`config.mk`:
```
export PLATFORM = sky130hd
export DESIGN_NAME = fetch_queue
export DESIGN_NICKNAME = d
export VERILOG_FILES = /design/src/rtl/fetch_queue.sv
export SDC_FILE = /design/constraint.sdc
export NUM_CORES = 1
export LEC_CHECK = 0
export ABC_CLOCK_PERIOD_IN_PS = 11000
export BUFFER_PORTS_ARGS = -buffer_cell sky130_fd_sc_hd__clkbuf_2
export CELL_PAD_IN_SITES_DETAIL_PLACEMENT = 0
export CELL_PAD_IN_SITES_GLOBAL_PLACEMENT = 2
export CORE_MARGIN = 2
export CORE_UTILIZATION = 42
export DETAILED_ROUTE_END_ITERATION = 12
export PLACE_DENSITY = 0.84
export SLEW_MARGIN = 10
export SYNTH_ARGS = -nofsm -noshare
export SYNTH_HDL_FRONTEND = slang
export SYNTH_SLANG_ARGS = --single-unit
export TNS_END_PERCENT = 100
```
`constraint.sdc`:
```
create_clock -name clock -period 11 [get_ports clock]
set_input_delay 1.1 -clock clock [delete_from_list [all_inputs] [get_ports clock]]
set_output_delay 1.1 -clock clock [all_outputs]
set_load 0.005 [all_outputs]
```
`src/rtl/fetch_queue.sv`:
```
// fetch_queue -- instruction prefetch queue between a synchronous imem and
// the fetch/decode boundary.
//
// Issues one imem read per cycle from its own fetch PC. Each returned word is
// tagged with its PC and buffered in a DEPTH-entry FIFO, which decode drains
// through out_valid/deq. A redirect flushes both the buffered words and the
// word in flight, then restarts fetch at redirect_pc.
//
// Optional feature: define FQ_BYPASS_EN to present a returning word directly
// on the outputs when the FIFO is empty. This saves one cycle of fill latency.
//
// Ports:
//   clock, reset        rising-edge clock; async active-high reset
//   address_imem        imem read address (fetch PC register)
//   q_imem              imem read data, one cycle after address
//   redirect/_pc        flush and restart fetch at redirect_pc
//   deq                 decode consumes the head entry
//   out_valid/_instr/_pc  head entry
//   count               occupied FIFO entries
module fetch_queue #(
  parameter int DEPTH = 4,
  parameter int PC_W  = 32
) (
  input  logic                     clock,
  input  logic                     reset,
  output logic [PC_W-1:0]          address_imem,
  input  logic [PC_W-1:0]          q_imem,
  input  logic                     redirect,
  input  logic [PC_W-1:0]          redirect_pc,
  input  logic                     deq,
  output logic                     out_valid,
  output logic [PC_W-1:0]          out_instr,
  output logic [PC_W-1:0]          out_pc,
  output logic [$clog2(DEPTH):0]   count
);
  localparam int AW = $clog2(DEPTH);
  localparam int CW = AW + 1;

  typedef struct packed {
    logic [PC_W-1:0] instr;
    logic [PC_W-1:0] pc;
  } entry_t;

  entry_t          entries [DEPTH];
  logic [PC_W-1:0] fetchPc, inflightPc;
  logic            inflight;
  logic [AW-1:0]   rdPtr, wrPtr;
  logic [CW-1:0]   occ, occPlus;
  logic            issue, empty, full, bypass, deqHit, rdEn, wrEn;

  // An in-flight word is counted as occupied. This guarantees that a slot
  // is free when the word returns, so overflow cannot happen.
  assign occPlus = occ + CW'(inflight);
  assign issue   = !redirect && (occPlus < CW'(DEPTH));
  assign empty   = (occ == '0);
  assign full    = (occ == CW'(DEPTH));

`ifdef FQ_BYPASS_EN
  assign bypass = empty && inflight && !redirect;
`else
  assign bypass = 1'b0;
`endif

  assign out_valid    = !empty || bypass;
  assign out_instr    = bypass ? q_imem     : entries[rdPtr].instr;
  assign out_pc       = bypass ? inflightPc : entries[rdPtr].pc;
  assign address_imem = fetchPc;
  assign count        = occ;

  // Redirect overrides any dequeue or write in the same cycle. A word that
  // is consumed through the bypass path is never stored in the FIFO.
  assign deqHit = deq && out_valid && !redirect;
  assign rdEn   = deqHit && !empty;
  assign wrEn   = inflight && !redirect && !full && !(bypass && deq);

  always_ff @(posedge clock or posedge reset) begin
    if (reset) begin
      fetchPc    <= '0;
      inflight   <= 1'b0;
      inflightPc <= '0;
      rdPtr      <= '0;
      wrPtr      <= '0;
      occ        <= '0;
    end else if (redirect) begin
      fetchPc  <= redirect_pc;
      inflight <= 1'b0;
      rdPtr    <= '0;
      wrPtr    <= '0;
      occ      <= '0;
    end else begin
      inflight <= issue;
      if (issue) begin
        inflightPc <= fetchPc;
        fetchPc    <= fetchPc + PC_W'(1);
      end
      if (wrEn) wrPtr <= wrPtr + AW'(1);
      if (rdEn) rdPtr <= rdPtr + AW'(1);
      case ({wrEn, rdEn})
        2'b10:   occ <= occ + CW'(1);
        2'b01:   occ <= occ - CW'(1);
        default: occ <= occ;
      endcase
    end
  end

  // The storage array is cleared on reset so that the head outputs read 0
  // instead of X while the queue is empty.
  always_ff @(posedge clock or posedge reset) begin
    if (reset) begin
      for (int i = 0; i < DEPTH; i++) entries[i] <= '0;
    end else if (wrEn) begin
      entries[wrPtr] <= '{instr: q_imem, pc: inflightPc};
    end
  end
endmodule

```
Yosys cells after proc, flatten, opt, wreduce, memory -nomap -nowiden
Cells that the tools add are included.
- register bits after elaboration: 328
- input bits: 68
- output and inout port bits: 100
- logic and storage cells: 61
- $add $sub $neg: 6
- magnitude comparators: 4
- equality and inequality tests: 3
- muxes and demuxes: 15
- bitwise operators: 3
- reduce and logical (&&, ||, !) cells: 16
- operators by type and width (kind ; number):
    $bwmux W256 ; 1
    $mux W64 ; 3
    $bmux W64 S2 ; 1
    $demux W64 S2 ; 1
    $mux W32 ; 2
    $add A32 B1 Y32 const B ; 1
    $mux W2 ; 4
    $logic_and A1 B1 Y1 ; 7
    $ge A3 B3 Y1 const B ; 2
    $not A2 Y3 ; 2
    $pmux W3 S2 ; 1
    $reduce_bool A2 Y1 ; 3
    $add A2 B1 Y2 const B ; 2
    $add A3 B1 Y3 ; 1
    $add A3 B1 Y3 const B ; 1
    $eq A3 B3 Y1 const B ; 1
    $logic_not A1 Y1 ; 3
    $logic_not A3 Y1 ; 1
    $lt A3 B1 Y1 const B ; 1
    $lt A3 B3 Y1 const B ; 1
    $mux W3 ; 1
    $reduce_bool A3 Y1 ; 1
    $sub A3 B1 Y3 const B ; 1
    $eq A2 B1 Y1 const B ; 1
    4 further kinds ; 4

Logic depth before layout (Yosys ltp)
Gate-level depths: netlist of run 1.
- depth after elaboration: 8
- mapped depth: 8
- gate-level depth less buffers: 6

Worst setup path before layout of run 1
OpenSTA, ideal clock, no wires.
- kind: input-to-reg
- start point: input port redirect
- end point: register occ[2], in the netlist count[2]
- library setup time: 0.125 ns
- arrival: 3.126 ns
- required time: 10.875 ns
- slack: 7.749 ns
- stages on the path: 8
- path buffers: 4
- path through: clkbuf_1 clkbuf_1 clkbuf_1 clkbuf_1 nor2_1 fa_1 mux2i_1 mux2_2
- word-level cells in the longest chain between the ends: 6
- elaborated cells between the ends (all ways): 10
- classes of those cells: eq/ne: 2; mux: 2; reduce/logical: 6
- ends and longest elaborated chain (item ; line ; source):
    start: declaration ; 28 ; input logic redirect,
    $logic_not A1 Y1 ; 72, 74 ;
    $logic_and A1 B1 Y1, on equally long branches ; 72, 74 ;
    $logic_and A1 B1 Y1, on equally long branches ; 73, 74 ;
    $eq A2 B1 Y1 / $eq A2 B2 Y1 (equally long branches) ; 98 ; case ({wrEn, rdEn})
    $pmux W3 S2 ; 98 ;
    $mux W3 ; 84 ; end else if (redirect) begin
    end signal: assignment ; 99 ; 2'b10: occ <= occ + CW'(1);
    end signal: assignment ; 100 ; 2'b01: occ <= occ - CW'(1);
    end: declaration ; 48 ; logic [CW-1:0] occ, occPlus;
Several ways; a longest one is shown, not always the timed one.
A chain may end at the register's enable or synchronous reset.

Worst setup path in the final report of run 1
- start point: register rdPtr[0]
- end point: output port out_pc[15]
- word-level cells in the longest chain between the ends: 4
- ends and longest elaborated chain (item ; line ; source):
    start: declaration ; 47 ; logic [AW-1:0] rdPtr, wrPtr;
    start signal: assignment ; 97 ; if (rdEn) rdPtr <= rdPtr + AW'(1);
    $not A2 Y3 (implied by the code) ; 66 ; assign out_pc = bypass ? inflightPc : entries[rdPtr].pc;
    $bmux W64 S2 ; 66 ;
    $mux W64 (implied by the code) (2 in series) ; 66 ;
    end: declaration ; 33 ; output logic [PC_W-1:0] out_pc,
Every way passes these cells. The select of a mux whose other input is x is not followed.

==> reports/results.tsv, run 1 <==
metric	value	unit
unrepaired setup endpoints after global routing	false	
CP Cell Sequence	buf_4, mux4_2, clkbuf_2	
commonest non-fill, non-tap cell in the layout	dfrtp_1	
Yosys cell types	45	
Fin. Hold Viols	0	
Setup Slack @ Placement	6900	ps
CTS max path bufs	3	
initial drt markers	472	
Final Skew	9.91	ps
CP max FO	48	
P_leak	7.51	nW
# port buffers	167	
num rows	68	
simple-gate share of the synthesized area	0.0516	
slowest CP cell	buf_4	
CP endpoint kind	output pin	
Mapped Area	0.0147	mm2
# hold bufs at CTS	0	
final setup TNS	0	ps
largest cells by area after synthesis	dfrtp_1 56%, mux2_2 21%, mux4_2 9.8%, mux2_1 1.4%, clkbuf_1 1.2%	
vias in the first global route	9229	
CTS H-tree lvls	2	
number of diodes	0	
Worst Tran Pin Value	1120	ps
largest family of logic cells by synthesized area	multiplexers	
kind of critical path	register to output pin	
Crit path arrival time	2850	ps
Worst Hold Class	register to register	
Reg2Reg Depth	4	
first-pass GRT wire length	53300	um
Worst Setup Start Kind	register	
Synth Register Bits	328	
post-synthesis compound-gate area fraction	0.0346	
Filler cells	3001	
crit path time final	3950	ps
Initial Util	0.425	
Yosys Warn Count	0	
fin. max-slew vios	0	
GPL Wtd Cong	0.728	
Power per Cell Area	272	mW/mm2
ys async rst share	1.00	
hold depth	1	
die width	191	um
post-synthesis mux area share	0.325	
clock tree sinks	328	
Post-synth EDFFs	0	
area grow syn2layout	16.5	%
Primary FF master, synth	dfrtp_1	
final worst slack	7050	ps
Crit path largest cell delay	820	ps
Die Ht	191	um
Setup Buffers After CTS	0	
first drt pass iteration count	4	
post-cts sizing count	0	
status	finished, final reports clean	
# IOs	168	
Post-Route WL	33400	um
maxcap violations	0	
number of vias per cell	5.59	
top-area cell type share of the netlist area	0.560	
DP HPWL	20200	um
Routed Antenna Nets	0	
total grt overflow	0	
Clock Root Buffer	clkbuf_16	
Seq/Total Area, Yosys	0.560	
XOR/XNOR Fraction of Synth Area	0.00359	
Synth area leader	dfrtp_1	
worst vdd ir	127	uV
initial antenna violation count	0	
GRT Resource Usage Total	0.187	
setup violators final	0	
commonest non-fill, non-tap cells in the layout	326 x dfrtp_1, 273 x mux2_2, 167 x clkbuf_2	
Vias	8998	
Total Nets Final	1206	
Max Freq	253	MHz
total die area	0.0364	mm2
Avg Inst Size Synth	14.9	um2
max_slew headroom	0.250	
synthesized net count	1057	
share of cells above drive strength 1	0.498	
Syn Inst Count	983	
drt wl/cell	20.7	um
largest net degree at the start of global routing	187	
Clk Latency, worst-skew pair	500	ps
adder-cell share of the synthesized area	0.00563	
CTS tree	built	
clock buffer count from CTS	36	
DRC	0	
final period utilization	0.359	
core box area	0.0345	mm2
clk slew on worst S/H paths	60	ps
Critical Path RT	9900	ps
registers in the layout, summed over array words and instances, names as in the netlist:
signal and cells:
address_imem 32, count 3, entries 256, inflight 1, inflightPc 32, rdPtr 2
wrPtr 2
kinds of logic after synthesis:
| group | after synthesis |
|---|---|
| adder cells (fa/ha/maj) | 6 |
| multiplexers | 359 |
| AO/OA/AOI/OAI | 76 |
| buffers and inverters | 73 |
| XOR/XNOR | 6 |
| AND/OR/NAND/NOR | 135 |
| flip-flops | 328 |
layer usage:
| metal | wire, um | GRT usage |
|---|---|---|
| met2 | 15700 | 0.298 |
| met5 | 0 | 0 |
| met4 | 391 | 0.0352 |
| met3 | 1690 | 0.0326 |
| met1 | 15600 | 0.272 |
final timing paths:
path,startpoint,endpoint,slack (ps)
min in group asynchronous,reset,entries[212],820
max reg2reg,count[2],entries[184],7730
max,rdPtr[0],out_pc[15],7050
max in group asynchronous,reset,rdPtr[0],8510
min,entries[166],entries[166],490
min reg2reg,entries[166],entries[166],490
area by class of cell:
cell class                 instances  area [um2]  share of cell area
inverter                          10        45.0             0.00264
timing repair buffer             174         901              0.0528
clock inverter                     7        71.3             0.00418
tap                              455         569              0.0334
sequential                       328        8220               0.481
clock buffer                      54        1070              0.0627
multi-input combinational        582        6200               0.363
metrics by stage:
step,instance area [um2],instances,util,power (mW),hold slack (ps)
final,17100,1610,0.495,4.65,487
after global routing,17100,1610,0.495,4.94,502
after CTS,17100,1610,0.495,4.72,493
after detailed placement,15900,1549,0.462,3.54,480
after global placement,15900,1549,0.462,3.48,469
after floorplan,14700,983,-,2.98,459
Yosys cell counts (14+ instances only):
master	instances
or4_1	20
buf_2	14
nand2_1	25
o21ai_0	17
clkbuf_1	45
mux4_2	64
a31oi_1	15
mux2_2	273
nor2_1	20
dfrtp_1	328
nand3_1	15
mux2_1	18
critical path: cells and delay by family, from the launching register on:
kind	cells	cell delay, ps
muxes	1	640
buffers and inverters	2	960
DFF	1	690
where the power goes:
part	leakage, nW	internal (mW)	switching [mW]
logic	2.94	0.879	0.589
registers	4.00	1.69	0.333
clock network	0.563	0.695	0.463
Power figures use the tool's default switching activity.
==> run 2: changes to the inputs <==
Settings changed: ABC_CLOCK_PERIOD_IN_PS 11000 to 3800.
Clock period 11 ns to 3.8 ns, I/O delays scaled along.
==> run 2 against run 1 <==
Effect of this change: sequential power grew to 2.9 times the previous value; hold slack got worse by 420 ps; largest power group unchanged; routed wire length increased by 2.2%; clock power grew to 3.2 times the previous value; via count shrank 0.44%.
==> reports/results.tsv, run 2 (synthesized netlist as in run 1, its figures left out) <==
metric	value	unit	change
largest net degree at the start of global routing	103		-45%
commonest non-fill, non-tap cell in the layout	dfrtp_1		
Filler cells	3034		+1.1%
Setup Slack @ Placement	673	ps	-6230 ps
Finished Cell Area	0.0174	mm2	+2.0%
P_leak	7.67	nW	+2.1%
Worst Tran Pin Value	1110	ps	-12.7 ps
Setup Buffers After CTS	0		unchanged
maxcap violations	0		unchanged
Post-Route WL	34100	um	+2.2%
DP Area	0.0161	mm2	+1.0%
clock tree sinks	328		unchanged
Crit path arrival time	3470	ps	+620 ps
number of vias per cell	5.49		-1.8%
fin util	0.505		+0.00995
unrepaired setup endpoints after global routing	false		
GPL Wtd Cong	0.735		+0.96%
Clk Latency, worst-skew pair	520	ps	+20 ps
Clock Root Buffer	clkbuf_16		
CP endpoint kind	register		
Worst Setup Start Kind	register		
# IOs	168		unchanged
Reg with most FFs	entries		
Post-Layout Cell Count	1632		+1.4%
die width	191	um	unchanged
CTS max path bufs	3		unchanged
drt wl/cell	20.9	um	+0.86%
reg-to-reg endpoint	entries[118]		
Vias	8958		-0.44%
# port buffers	167		unchanged
Design Power	13.9	mW	+200%
crit path launch	count[2]		
DRC	0		unchanged
Reg2Reg Depth	5		+1
share of cells above drive strength 1	0.507		+0.00941
area grow syn2layout	18.8	%	
initial drt markers	404		-14%
core box area	0.0345	mm2	unchanged
Largest register FFs	256		unchanged
FF-to-FF setup slack	720	ps	-7010 ps
commonest non-fill, non-tap cells in the layout	326 x dfrtp_1, 273 x mux2_2, 167 x clkbuf_2		
GRT Resource Usage Total	0.193		+0.00509
num rows	68		unchanged
Final Skew	14.5	ps	+4.64 ps
CTS H-tree lvls	2		unchanged
Initial Util	0.425		unchanged
Total Nets Final	1221		+1.2%
crit path time final	3080	ps	
clock buffer count from CTS	38		+5.6%
worst setup path endpoint	entries[118]		
first drt pass iteration count	4		unchanged
max_slew headroom	0.253		+0.00277
final period utilization	0.811		
CTS tree	built		
clk slew on worst S/H paths	60	ps	about the same
placed cell count	1561		+0.77%
first-pass GRT wire length	54300	um	+1.9%
R2R Path Start	count[2]		
total die area	0.0364	mm2	unchanged
vias in the first global route	9275		+0.50%
total grt overflow	0		unchanged
worst vdd ir	494	uV	+290%
Die Ht	191	um	unchanged
fin. max-slew vios	0		unchanged
DP HPWL	21400	um	+6.2%
initial antenna violation count	4		+4
kind of critical path	register to register		
CP max FO	39		-19%
status	finished, final reports clean		
Worst Hold Class	primary input to register		
Max Freq	325	MHz	
Power per Cell Area	796	mW/mm2	+190%
Critical Path RT	4190	ps	-5710 ps
final worst slack	719	ps	-6330 ps
Fin. Hold Viols	0		unchanged
setup violators final	0		unchanged
Routed Antenna Nets	0		unchanged
-- run 2: final cells by class --
| cell class | instances | area, um2 | area share |
|---|---|---|---|
| Tap cell | 455 | 569 | 0.0327 |
| Timing Repair Buffer | 187 | 1080 | 0.0618 |
| Sequential cell | 328 | 8220 | 0.472 |
| Multi-Input combinational cell | 582 | 6200 | 0.356 |
| Inverter | 10 | 41.3 | 0.00237 |
| Clock inverter | 10 | 130 | 0.00747 |
| Clock buffer | 56 | 1170 | 0.0673 |
| Antenna cell | 4 | 10.0 | 0.000575 |
-- run 2: repair_timing --
item                                   4_1_cts  5_1_grt
resized for setup                            0        0
hold buffers                                 1        0
endpoints found under the hold margin       10        0
-- run 2: worst min path at each step --
stage / start / cells after the start / to
detailed placement: reset / 2 / entries[146]
global placement: reset / 2 / entries[18]
CTS: redirect_pc[2] / 3 / address_imem[2]
floorplan: entries[176] / 1 / entries[176]
global route: redirect_pc[2] / 3 / address_imem[2]
finish: redirect_pc[2] / 3 / address_imem[2]
-- run 2: per-stage QoR --
stage	setup TNS, ps	hold WS, ps
after floorplan	-314450	459
after global placement	0	373
after detailed placement	0	379
after CTS	0	38.6
after global routing	0	51.6
final	0	67.2
-- run 2: report_power, final --
part	switching (mW)	total, mW	internal (mW)
combinational	1.66	4.23	2.57
sequential	0.982	5.88	4.90
clock	1.42	3.75	2.33
total	4.06	13.9	9.80
-- run 2: worst max-delay path, stage by stage, from the launching register on --
cell     delay [ps]
dfrtp_1         490
nor3b_1         210
nor3_1          860
nand2_4         660
buf_4           410
mux2_2          290
-- run 2: layer usage --
layer,GRT usage,wire [um],vias to the layer above
met4,0.0429,464,2
li1,-,-,4048
met5,0,16,-
met2,0.311,16400,206
met1,0.262,15100,4662
met3,0.0491,2170,40
